## config.mk

```make
export PLATFORM = sky130hd
export DESIGN_NAME = me_stage_flat
export DESIGN_NICKNAME = d
export VERILOG_FILES = /design/src/rtl/me_stage_pkg.sv /design/src/rtl/me_stage_if.sv /design/src/rtl/me_load_align.sv /design/src/rtl/me_stage.sv /design/src/flat_wrapper.sv
export SDC_FILE = /design/constraint.sdc
export NUM_CORES = 1
export LEC_CHECK = 0
export ABC_AREA = 1
export BUFFER_PORTS_ARGS = -buffer_cell sky130_fd_sc_hd__buf_2
export CAP_MARGIN = 20
export CORE_UTILIZATION = 44
export CTS_CLUSTER_SIZE = 20
export DETAILED_ROUTE_END_ITERATION = 12
export HOLD_SLACK_MARGIN = 0.05
export MAX_ROUTING_LAYER = met4
export PLACE_DENSITY = 0.8
export SLEW_MARGIN = 20
export SYNTH_ARGS = -nofsm -noshare
export SYNTH_HDL_FRONTEND = slang
export SYNTH_SLANG_ARGS = --single-unit
```

## constraint.sdc

```tcl
create_clock -name clk -period 1.65 [get_ports clk]
set_input_delay 0.33 -clock clk [delete_from_list [all_inputs] [get_ports clk]]
set_output_delay 0.33 -clock clk [all_outputs]
set_load 0.05 [all_outputs]
```

## src/rtl/me_stage_pkg.sv

```systemverilog
// Shared types and helpers for the RV32I memory-access stage: op encodings,
// FSM states, writeback constants and the store-lane / misalignment rules.
package me_stage_pkg;

  typedef enum logic [3:0] {
    MEM_NONE = 4'd0,
    MEM_LB   = 4'd1,
    MEM_LH   = 4'd2,
    MEM_LW   = 4'd3,
    MEM_LBU  = 4'd4,
    MEM_LHU  = 4'd5,
    MEM_SB   = 4'd6,
    MEM_SH   = 4'd7,
    MEM_SW   = 4'd8
  } mem_op_e;

  typedef enum logic [1:0] {
    ST_IDLE   = 2'd0,
    ST_ACCESS = 2'd1,
    ST_DONE   = 2'd2
  } me_state_e;

  localparam logic        WRITE_DISABLE = 1'b0;
  localparam logic [4:0]  NOP_REG_ADDR  = 5'd0;
  localparam logic [31:0] ZERO_WORD     = 32'd0;

  function automatic logic is_load(mem_op_e op);
    return (op == MEM_LB) || (op == MEM_LH) || (op == MEM_LW) ||
           (op == MEM_LBU) || (op == MEM_LHU);
  endfunction

  function automatic logic is_store(mem_op_e op);
    return (op == MEM_SB) || (op == MEM_SH) || (op == MEM_SW);
  endfunction

  function automatic logic is_misaligned(mem_op_e op, logic [1:0] lo);
    case (op)
      MEM_LH, MEM_LHU, MEM_SH: return lo[0];
      MEM_LW, MEM_SW:          return lo != 2'b00;
      default:                 return 1'b0;
    endcase
  endfunction

  function automatic logic [3:0] store_mask(mem_op_e op, logic [1:0] lo);
    case (op)
      MEM_SB:  return 4'b0001 << lo;
      MEM_SH:  return 4'b0011 << {lo[1], 1'b0};
      MEM_SW:  return 4'b1111;
      default: return 4'b0000;
    endcase
  endfunction

  // Narrow stores are replicated so every enabled lane sees the right bytes.
  function automatic logic [31:0] store_wdata(mem_op_e op, logic [31:0] data);
    case (op)
      MEM_SB:  return {4{data[7:0]}};
      MEM_SH:  return {2{data[15:0]}};
      MEM_SW:  return data;
      default: return ZERO_WORD;
    endcase
  endfunction

endpackage

```

## src/rtl/me_stage_if.sv

```systemverilog
// Data-bus request/acknowledge channel between the memory stage (master)
// and the data memory or bus fabric (slave).
interface me_stage_if;
  logic        req;
  logic        we;
  logic [31:0] addr;
  logic [31:0] wdata;
  logic [3:0]  wmask;
  logic        ack;
  logic [31:0] rdata;

  modport master (output req, we, addr, wdata, wmask, input ack, rdata);
  modport slave  (input req, we, addr, wdata, wmask, output ack, rdata);
endinterface

```

## src/rtl/me_load_align.sv

```systemverilog
// Picks the addressed byte/halfword out of a read word and sign- or
// zero-extends it according to the load op.
module me_load_align
  import me_stage_pkg::*;
(
  input  logic [31:0] rdata_i,
  input  logic [1:0]  addr_lo_i,
  input  mem_op_e     op_i,
  output logic [31:0] data_o
);

  logic [7:0]  byte_sel;
  logic [15:0] half_sel;

  always_comb begin
    // NOTE: every combinationally assigned signal gets a default first, so no latch is inferred.
    byte_sel = rdata_i[7:0];
    case (addr_lo_i)
      2'd1:    byte_sel = rdata_i[15:8];
      2'd2:    byte_sel = rdata_i[23:16];
      2'd3:    byte_sel = rdata_i[31:24];
      default: byte_sel = rdata_i[7:0];
    endcase
    half_sel = addr_lo_i[1] ? rdata_i[31:16] : rdata_i[15:0];

    data_o = rdata_i;
    case (op_i)
      MEM_LB:  data_o = {{24{byte_sel[7]}}, byte_sel};
      MEM_LBU: data_o = {24'd0, byte_sel};
      MEM_LH:  data_o = {{16{half_sel[15]}}, half_sel};
      MEM_LHU: data_o = {16'd0, half_sel};
      default: data_o = rdata_i;
    endcase
  end

endmodule

```

## src/rtl/me_stage.sv

```systemverilog
// Memory-access stage: passes ALU results straight through, runs one bus
// transaction per load/store via an IDLE/ACCESS/DONE FSM, and stalls upstream.
module me_stage
  import me_stage_pkg::*;
(
  input  logic        clk,
  input  logic        rst_n,
  input  logic        ex_w_enable_i,
  input  logic [4:0]  ex_w_addr_i,
  input  logic [31:0] ex_w_data_i,
  input  mem_op_e     ex_mem_op_i,
  input  logic [31:0] ex_mem_addr_i,
  input  logic [31:0] ex_store_data_i,
  output logic        me_w_enable_o,
  output logic [4:0]  me_w_addr_o,
  output logic [31:0] me_w_data_o,
  output logic        stall_req_o,
  output logic        misaligned_o,
  me_stage_if.master  dbus
);

  me_state_e   state_q, state_d;
  logic [31:0] rdata_q, rdata_d;
  logic [31:0] addr_q;
  logic [31:0] wdata_q;
  logic [3:0]  wmask_q;
  logic        we_q;
  logic [1:0]  lo_q;
  mem_op_e     op_q;
  logic        mis_now;
  logic        start_access;
  logic [31:0] load_data;

  assign mis_now      = is_misaligned(ex_mem_op_i, ex_mem_addr_i[1:0]);
  assign start_access = (state_q == ST_IDLE) && (state_d == ST_ACCESS);

  always_comb begin
    state_d = state_q;
    rdata_d = rdata_q;
    unique case (state_q)
      ST_IDLE:   if (ex_mem_op_i != MEM_NONE && !mis_now) state_d = ST_ACCESS;
      ST_ACCESS: if (dbus.ack) begin
                   state_d = ST_DONE;
                   rdata_d = dbus.rdata;
                 end
      ST_DONE:   state_d = ST_IDLE;
      default:   state_d = ST_IDLE;
    endcase
  end

  // NOTE: sequential state uses non-blocking assignments so every flop samples pre-edge values.
  always_ff @(posedge clk or negedge rst_n) begin
    if (!rst_n) begin
      state_q <= ST_IDLE;
      rdata_q <= ZERO_WORD;
      addr_q  <= ZERO_WORD;
      wdata_q <= ZERO_WORD;
      wmask_q <= 4'b0000;
      we_q    <= 1'b0;
      lo_q    <= 2'b00;
      op_q    <= MEM_NONE;
    end else begin
      state_q <= state_d;
      rdata_q <= rdata_d;
      if (start_access) begin
        addr_q  <= {ex_mem_addr_i[31:2], 2'b00};
        wdata_q <= store_wdata(ex_mem_op_i, ex_store_data_i);
        wmask_q <= store_mask(ex_mem_op_i, ex_mem_addr_i[1:0]);
        we_q    <= is_store(ex_mem_op_i);
        lo_q    <= ex_mem_addr_i[1:0];
        op_q    <= ex_mem_op_i;
      end
    end
  end

  me_load_align u_load_align (
    .rdata_i   (rdata_q),
    .addr_lo_i (lo_q),
    .op_i      (op_q),
    .data_o    (load_data)
  );

  // Bus fields come straight from flops, so they hold steady across wait states.
  assign dbus.req   = (state_q == ST_ACCESS);
  assign dbus.we    = we_q;
  assign dbus.addr  = addr_q;
  assign dbus.wdata = wdata_q;
  assign dbus.wmask = wmask_q;

  always_comb begin
    me_w_enable_o = WRITE_DISABLE;
    me_w_addr_o   = ex_w_addr_i;
    me_w_data_o   = ex_w_data_i;
    stall_req_o   = 1'b0;
    misaligned_o  = 1'b0;
    unique case (state_q)
      ST_IDLE: begin
        if (ex_mem_op_i == MEM_NONE) me_w_enable_o = ex_w_enable_i;
        else if (mis_now)            misaligned_o  = 1'b1;
        else                         stall_req_o   = 1'b1;
      end
      ST_ACCESS: stall_req_o = 1'b1;
      ST_DONE: begin
        if (is_load(op_q)) begin
          me_w_enable_o = ex_w_enable_i;
          me_w_data_o   = load_data;
        end
      end
      default: stall_req_o = 1'b0;
    endcase
    // The writeback path is combinational from EX/ME, so reset forces it quiet too.
    if (!rst_n) begin
      me_w_enable_o = WRITE_DISABLE;
      me_w_addr_o   = NOP_REG_ADDR;
      me_w_data_o   = ZERO_WORD;
      stall_req_o   = 1'b0;
      misaligned_o  = 1'b0;
    end
  end

endmodule
```

## src/flat_wrapper.sv

```systemverilog
// flat-port wrapper written by rule: the top's interface ports become plain ports
module me_stage_flat import me_stage_pkg::*;
  (clk, rst_n, ex_w_enable_i, ex_w_addr_i, ex_w_data_i, ex_mem_op_i, ex_mem_addr_i, ex_store_data_i, me_w_enable_o, me_w_addr_o, me_w_data_o, stall_req_o, misaligned_o, dbus_req, dbus_we, dbus_addr, dbus_wdata, dbus_wmask, dbus_ack, dbus_rdata);
  me_stage_if dbus_i ();
  input  logic clk;
  input  logic rst_n;
  input  logic ex_w_enable_i;
  input  logic [4:0] ex_w_addr_i;
  input  logic [31:0] ex_w_data_i;
  input  mem_op_e ex_mem_op_i;
  input  logic [31:0] ex_mem_addr_i;
  input  logic [31:0] ex_store_data_i;
  output logic me_w_enable_o;
  output logic [4:0] me_w_addr_o;
  output logic [31:0] me_w_data_o;
  output logic stall_req_o;
  output logic misaligned_o;
  output wire logic [$bits(dbus_i.req)-1:0] dbus_req;
  output wire logic [$bits(dbus_i.we)-1:0] dbus_we;
  output wire logic [$bits(dbus_i.addr)-1:0] dbus_addr;
  output wire logic [$bits(dbus_i.wdata)-1:0] dbus_wdata;
  output wire logic [$bits(dbus_i.wmask)-1:0] dbus_wmask;
  input wire logic [$bits(dbus_i.ack)-1:0] dbus_ack;
  input wire logic [$bits(dbus_i.rdata)-1:0] dbus_rdata;
  assign dbus_req = dbus_i.req;
  assign dbus_we = dbus_i.we;
  assign dbus_addr = dbus_i.addr;
  assign dbus_wdata = dbus_i.wdata;
  assign dbus_wmask = dbus_i.wmask;
  assign dbus_i.ack = dbus_ack;
  assign dbus_i.rdata = dbus_rdata;
  me_stage u_core (.clk(clk), .rst_n(rst_n), .ex_w_enable_i(ex_w_enable_i), .ex_w_addr_i(ex_w_addr_i), .ex_w_data_i(ex_w_data_i), .ex_mem_op_i(ex_mem_op_i), .ex_mem_addr_i(ex_mem_addr_i), .ex_store_data_i(ex_store_data_i), .me_w_enable_o(me_w_enable_o), .me_w_addr_o(me_w_addr_o), .me_w_data_o(me_w_data_o), .stall_req_o(stall_req_o), .misaligned_o(misaligned_o), .dbus(dbus_i));
endmodule
```

=== After elaboration in Yosys (flattened, before gate mapping) ===
Index checks and enable logic that the tools add are counted.

* Word-level logic and storage cells: 68
* Output and inout port bits: 110
* Bits in registers: 107
* Bits of input ports: 141

* Equal/unequal tests: 17
* Shifts and indexed selects: 2
* Multiplexer cells: 25
* Reduce and logical (&&, ||, !) cells: 16

{| class="wikitable"
|+ Operators by type and width
! cell !! count
|-
| $pmux 32 s4 || 1
|-
| $mux 32 || 3
|-
| $pmux 32 s3 || 1
|-
| $pmux 8 s3 || 1
|-
| $eq 4x3->1 const B || 5
|-
| $eq 4x2->1 const B || 4
|-
| $mux 16 || 1
|-
| $pmux 4 s3 || 1
|-
| $mux 1 || 10
|-
| $eq 2x1->1 const B || 3
|-
| $eq 2x2->1 const B || 3
|-
| $logic_or 1x1->1 || 6
|-
| $pmux 1 s2 || 3
|-
| $mux 5 || 1
|-
| $eq 4x1->1 const B || 1
|-
| $eq 4x4->1 const B || 1
|-
| $logic_not 4->1 || 1
|-
| $mux 2 || 2
|-
| $pmux 2 s2 || 1
|-
| $reduce_bool 4->1 || 1
|-
| $shl 1x2->4 const A || 1
|-
| $shl 2x2->4 const A || 1
|-
| $reduce_or 3->1 || 1
|-
| $logic_and 1x1->1 || 2
|-
| other kinds (5) || 5
|}

=== Depth between registers and ports, before layout ===
* Depth in word-level cells: 9
* Depth in mapped cells: 13
* Mapped depth without buffers: 11

=== By module ===
A second synthesis with hierarchy kept.

* Cell total of the unflattened synthesis: 946
* Area, all modules: 6372.4 um^2

{| class="wikitable"
|+ By module, submodules not included
! module !! area an instance (um^2) !! sequential area each (um^2) !! instances !! cells an instance
|-
| me_stage || 5492.8 || 2677.6 || 1 || 748
|-
| me_load_align || 879.6 || 0.0 || 1 || 198
|}

=== Least setup slack after synthesis ===
Ideal clock, no wire load.

* Kind: reg2out
* Start point: register u_core.state_q[1]
* End point: output port stall_req_o
* Arrival time: 2055 ps
* Data required time: 1320 ps
* Buffers on the path: 0
* Stages on the path, launching flop included: 4
* Slack: -735 ps
* Path through: dfrtp_1 > nor2_1 > inv_1 > a21oi_1

* Cells in the longest elaborated chain, start to end: 3
* Elaborated cells between the ends (all ways): 4
* Those cells by class: eq/ne: 1; mux: 2; reduce/logical: 1

{| class="wikitable"
|+ RTL lines
! item !! RTL line !! text
|-
| from (decl) || me_stage.sv:22 || <nowiki>me_state_e state_q, state_d;</nowiki>
|-
| from (signal assigned) || me_stage.sv:63 || <nowiki>state_q <= state_d;</nowiki>
|-
| $eq 2x1->1 || - ||
|-
| named net dbus_req || flat_wrapper.sv:18 || <nowiki>output wire logic [$bits(dbus_i.req)-1:0] dbus_req;</nowiki>
|-
| $pmux 1 s2 || me_stage.sv:96 || <nowiki>unique case (state_q)</nowiki>
|-
| $mux 1 || me_stage.sv:112 || <nowiki>if (!rst_n) begin</nowiki>
|-
| to (decl) || flat_wrapper.sv:16 || <nowiki>output logic stall_req_o;</nowiki>
|}

The timed path passes the listed nets, and every way through them passes these cells.

=== Worst setup path after layout ===
* Start point: register u_core.op_q[1]
* End point: output port me_w_data_o[16]

* Cells in the longest elaborated chain, start to end: 8
* Elaborated cells between the ends (all ways): 13
* Those cells by class: eq/ne: 5; mux: 4; reduce/logical: 4

{| class="wikitable"
|+ RTL lines
! item !! RTL line !! text
|-
| from (decl) || me_stage.sv:29 || <nowiki>mem_op_e op_q;</nowiki>
|-
| from (signal assigned) || me_stage.sv:71 || <nowiki>op_q <= ex_mem_op_i;</nowiki>
|-
| $eq 4x1->1 / $eq 4x2->1 (equally long branches) || me_stage_pkg.sv:28, me_load_align.sv:27 ||
|-
| $logic_or 1x1->1 (3 in a row) || me_stage_pkg.sv:28 || <nowiki>return (op == MEM_LB) || (op == MEM_LH) || (op == MEM_LW) ||</nowiki>
|-
| $logic_or 1x1->1 || me_stage_pkg.sv:29 || <nowiki>(op == MEM_LBU) || (op == MEM_LHU);</nowiki>
|-
| $mux 32 * || me_stage.sv:104 || <nowiki>if (is_load(op_q)) begin</nowiki>
|-
| $mux 32 * || me_stage.sv:96 ||
|-
| $mux 32 * || me_stage.sv:112 ||
|-
| to (decl) || flat_wrapper.sv:15 || <nowiki>output logic [31:0] me_w_data_o;</nowiki>
|}

Mark *: on every way between the ends. The rest lies on a longest branch, timed or not.

==> results.md <==
- Pwr dens: 2020 nW/um2
- Yosys reg bits: 107
- Total GRT Usage: 33.0%
- Worst-Skew Late Latency: 360 ps
- Max Clk Rate: 408 MHz
- CP max FO: 8
- Mapped Cells: 874
- Peak supply drop: 0.00164 V
- CP Launch Point: u_core.op_q[1]
- Initial antenna violation count: 3
- Worst setup margin: -798 ps
- # clock sinks: 107
- Top post-synthesis cells by area: dfrtp_1, nand2_1, o21ai_0
- Post-synthesis compound-gate area fraction: 12.1%
- Placeable Area: 13200 um2
- Largest family of logic cells by synthesized area: simple AND/OR/NAND/NOR gates
- Drt total wl: 23000 um
- Failing checks: setup timing
- TritonCTS clock tree: yes
- Die Ht: 118 um
- Buf/Inv on CP: 3
- Post-synthesis sequential area ratio: 45.0%
- Final hold violations: 0
- Nets: 1328
- DRT iter0 DRCs: 619
- Antenna Nets Post-Route: 0
- Synth Area per Inst: 6.81 um2
- Row cnt: 42
- Clock H-tree levels: 3
- CP arrival: 2120 ps
- Max-slew headroom: 41.6%
- Cts hold-fix bufs: 0
- Initial Utilization: 44.9%
- Distinct cells, synth: 24
- Post-Synth XOR/XNOR Area: 0%
- P&R area growth vs syn: 63.7%
- Synth top area share: 45.0%
- Final Power: 19.7 mW
- Ports: 251
- Layout cell share with drive strength beyond 1: 44.4%
- Crit-path cells: o21ai_4, nand2_4, nand2_8, clkinv_8, buf_12, o21ai_1, a21oi_4, buf_6
- First-pass GRT wire length: 35000 um
- Req. time, crit path: 1320 ps
- Synth Area in Adders: 0%
- RSZ-0062 raised after global routing: true
- Synthesized cell area: 5950 um2
- Critical Path End Type: primary output
- Synth top cells by count: nand2_1, dfrtp_1, o21ai_0
- Die area: 14000 um2
- Crit Reg-Reg Startpoint: u_core.state_q[0]
- Largest net degree at the start of global routing: 73
- Final slew viol count: 0
- Warnings, synthesis: 0
- Non-Filler Instances: 1372
- Crit path max-delay family: compound AO/OA/AOI/OAI gates
- Worst path slowest cell: dfrtp_2
- RePlAce Congestion: 0.936
- Ys flop type: dfrtp_1
- CP startpoint kind: flop
- Port bufs: 248
- Worst-Margin Slew: 876 ps
- Max Root-Sink Buffers: 2
- Vias per cell: 5.29
- Max stage delay on crit path: 490 ps
- Setup Skew: 10.6 ps
- Drt pass-1 iters: 6
- Root Buffer: clkbuf_16
- Post-synth EDFFs: 0
- Worst Hold Class: in2async
- Vias in the first global route: 7297
- Max-Cap Viols: 0
- Worst-path clk slew: 70 ps
- Remaining DRCs: 0
- Area share of and/or/nand/nor cells after synthesis: 34.6%
- Vias: 7257
- Yosys top cell by area: dfrtp_1
- Final Critical Period: 2450 ps
- Post-DP HPWL: 14800 um
- Routed length per instance: 16.8 um
- Placed Cells: 1325
- Async S/R FF share, synth: 100%
- CTS Buf Count: 9
- Period Utilization, post-route: 148%
- Mux contribution to synthesized area: 0%
- Sum Neg Setup Slack: -23160 ps
- Outcome: finished with violations
- Place WS: -432 ps
- Critical path class: reg2out
- Final setup fails: 35
- Most common cell in the netlist: nand2_1
- Leakage: 5.20 nW
- Grt ovf: 0
- Chip width: 118 um
-- what timing repair did --
| item | CTS | global route |
|---|---|---|
| gates resized for setup | 164 | 47 |
| buffers inserted | 12 | 7 |
| pin swaps | 16 | 41 |
| gates cloned | 8 | 2 |
| setup endpoints to repair | 36 | 66 |
-- routing by layer --
| layer | part of all wire, % | vias to the layer above | wire length, um | track usage (%) |
|---|---|---|---|---|
| met2 | 49 | 430 | 11300 | 54.2 |
| met3 | 8.2 | 103 | 1890 | 7.58 |
| met4 | 5.2 | 0 | 1200 | 19.6 |
| li1 | - | 3387 | - | - |
| met5 | 0 | - | 0 | - |
| met1 | 37 | 3337 | 8620 | 36.7 |
-- state kept, by name (all words and copies together) (netlist names) --
register	cells
u_core.op_q	4
u_core.dbus.addr	30
u_core.dbus.we	1
u_core.state_q	2
u_core.lo_q	2
u_core.dbus.wdata	32
u_core.dbus.wmask	4
u_core.rdata_q	32
-- worst register-to-register path: cells and delay by family, from the launching register on --
| family | cells | cell delay (ps) |
|---|---|---|
| AOI/OAI and AO/OA | 1 | 200 |
| buffers and inverters | 3 | 520 |
| DFF | 1 | 400 |
| and+or+nand+nor | 4 | 410 |
-- kinds of logic (layout without fill, tap and decap cells) --
family	count (synthesis)	after routing
AND/OR/NAND/NOR	511	512
AO/OA/AOI/OAI	139	139
buffers and inverters	116	432
flip-flops	107	107
other	1	6
-- layout by cell type (no fill, tap or decap), drive strengths merged, types with 4 or more instances in the layout --
cell type / instances
o21ai: 89
nand2: 401
a22oi: 9
a21oi: 41
nor2: 33
dfrtp: 107
clkbuf: 14
inv: 69
clkinv: 4
buf: 344
nand3: 74
diode: 4
-- power by group --
| group | switching, mW | internal, mW | total, mW |
|---|---|---|---|
| clock | 0.977 | 1.03 | 2.00 |
| sequential | 0.713 | 3.70 | 4.42 |
| combinational | 8.94 | 4.32 | 13.3 |
-- area by class of cell --
class | instances | area, um2
diodes | 4 | 10.0
clock buffers | 12 | 236
clock inverters | 4 | 26.3
fillers | 940 | 3500
inverters | 68 | 275
multi-input cells | 653 | 3740
flip-flops and latches | 107 | 2680
well taps | 176 | 220
repair buffers | 346 | 2530
repair inverters | 2 | 20.0
-- per-stage QoR --
step | instance area, um2 | util (%) | hold slack (ps)
global placement | 8420 | 63.6 | 420
CTS | 9450 | 71.4 | 87.5
global route | 9740 | 73.5 | 126
floorplan | 6630 | - | 34.4
detailed placement | 8420 | 63.6 | 431
finish | 9740 | 73.6 | 128
-- final timing paths --
kind | to | slack [ps] | cells after the start
max in group asynchronous | u_core.dbus.addr[14] | 620 | 2
min | u_core.rdata_q[22] | 130 | 2
max | me_w_data_o[16] | -800 | 8
min reg2reg | u_core.dbus.addr[6] | 470 | 2
max reg2reg | u_core.dbus.wmask[1] | 70 | 8
min in group clk | u_core.rdata_q[7] | 170 | 3
Note: power is estimated with default switching activity, not from simulation.
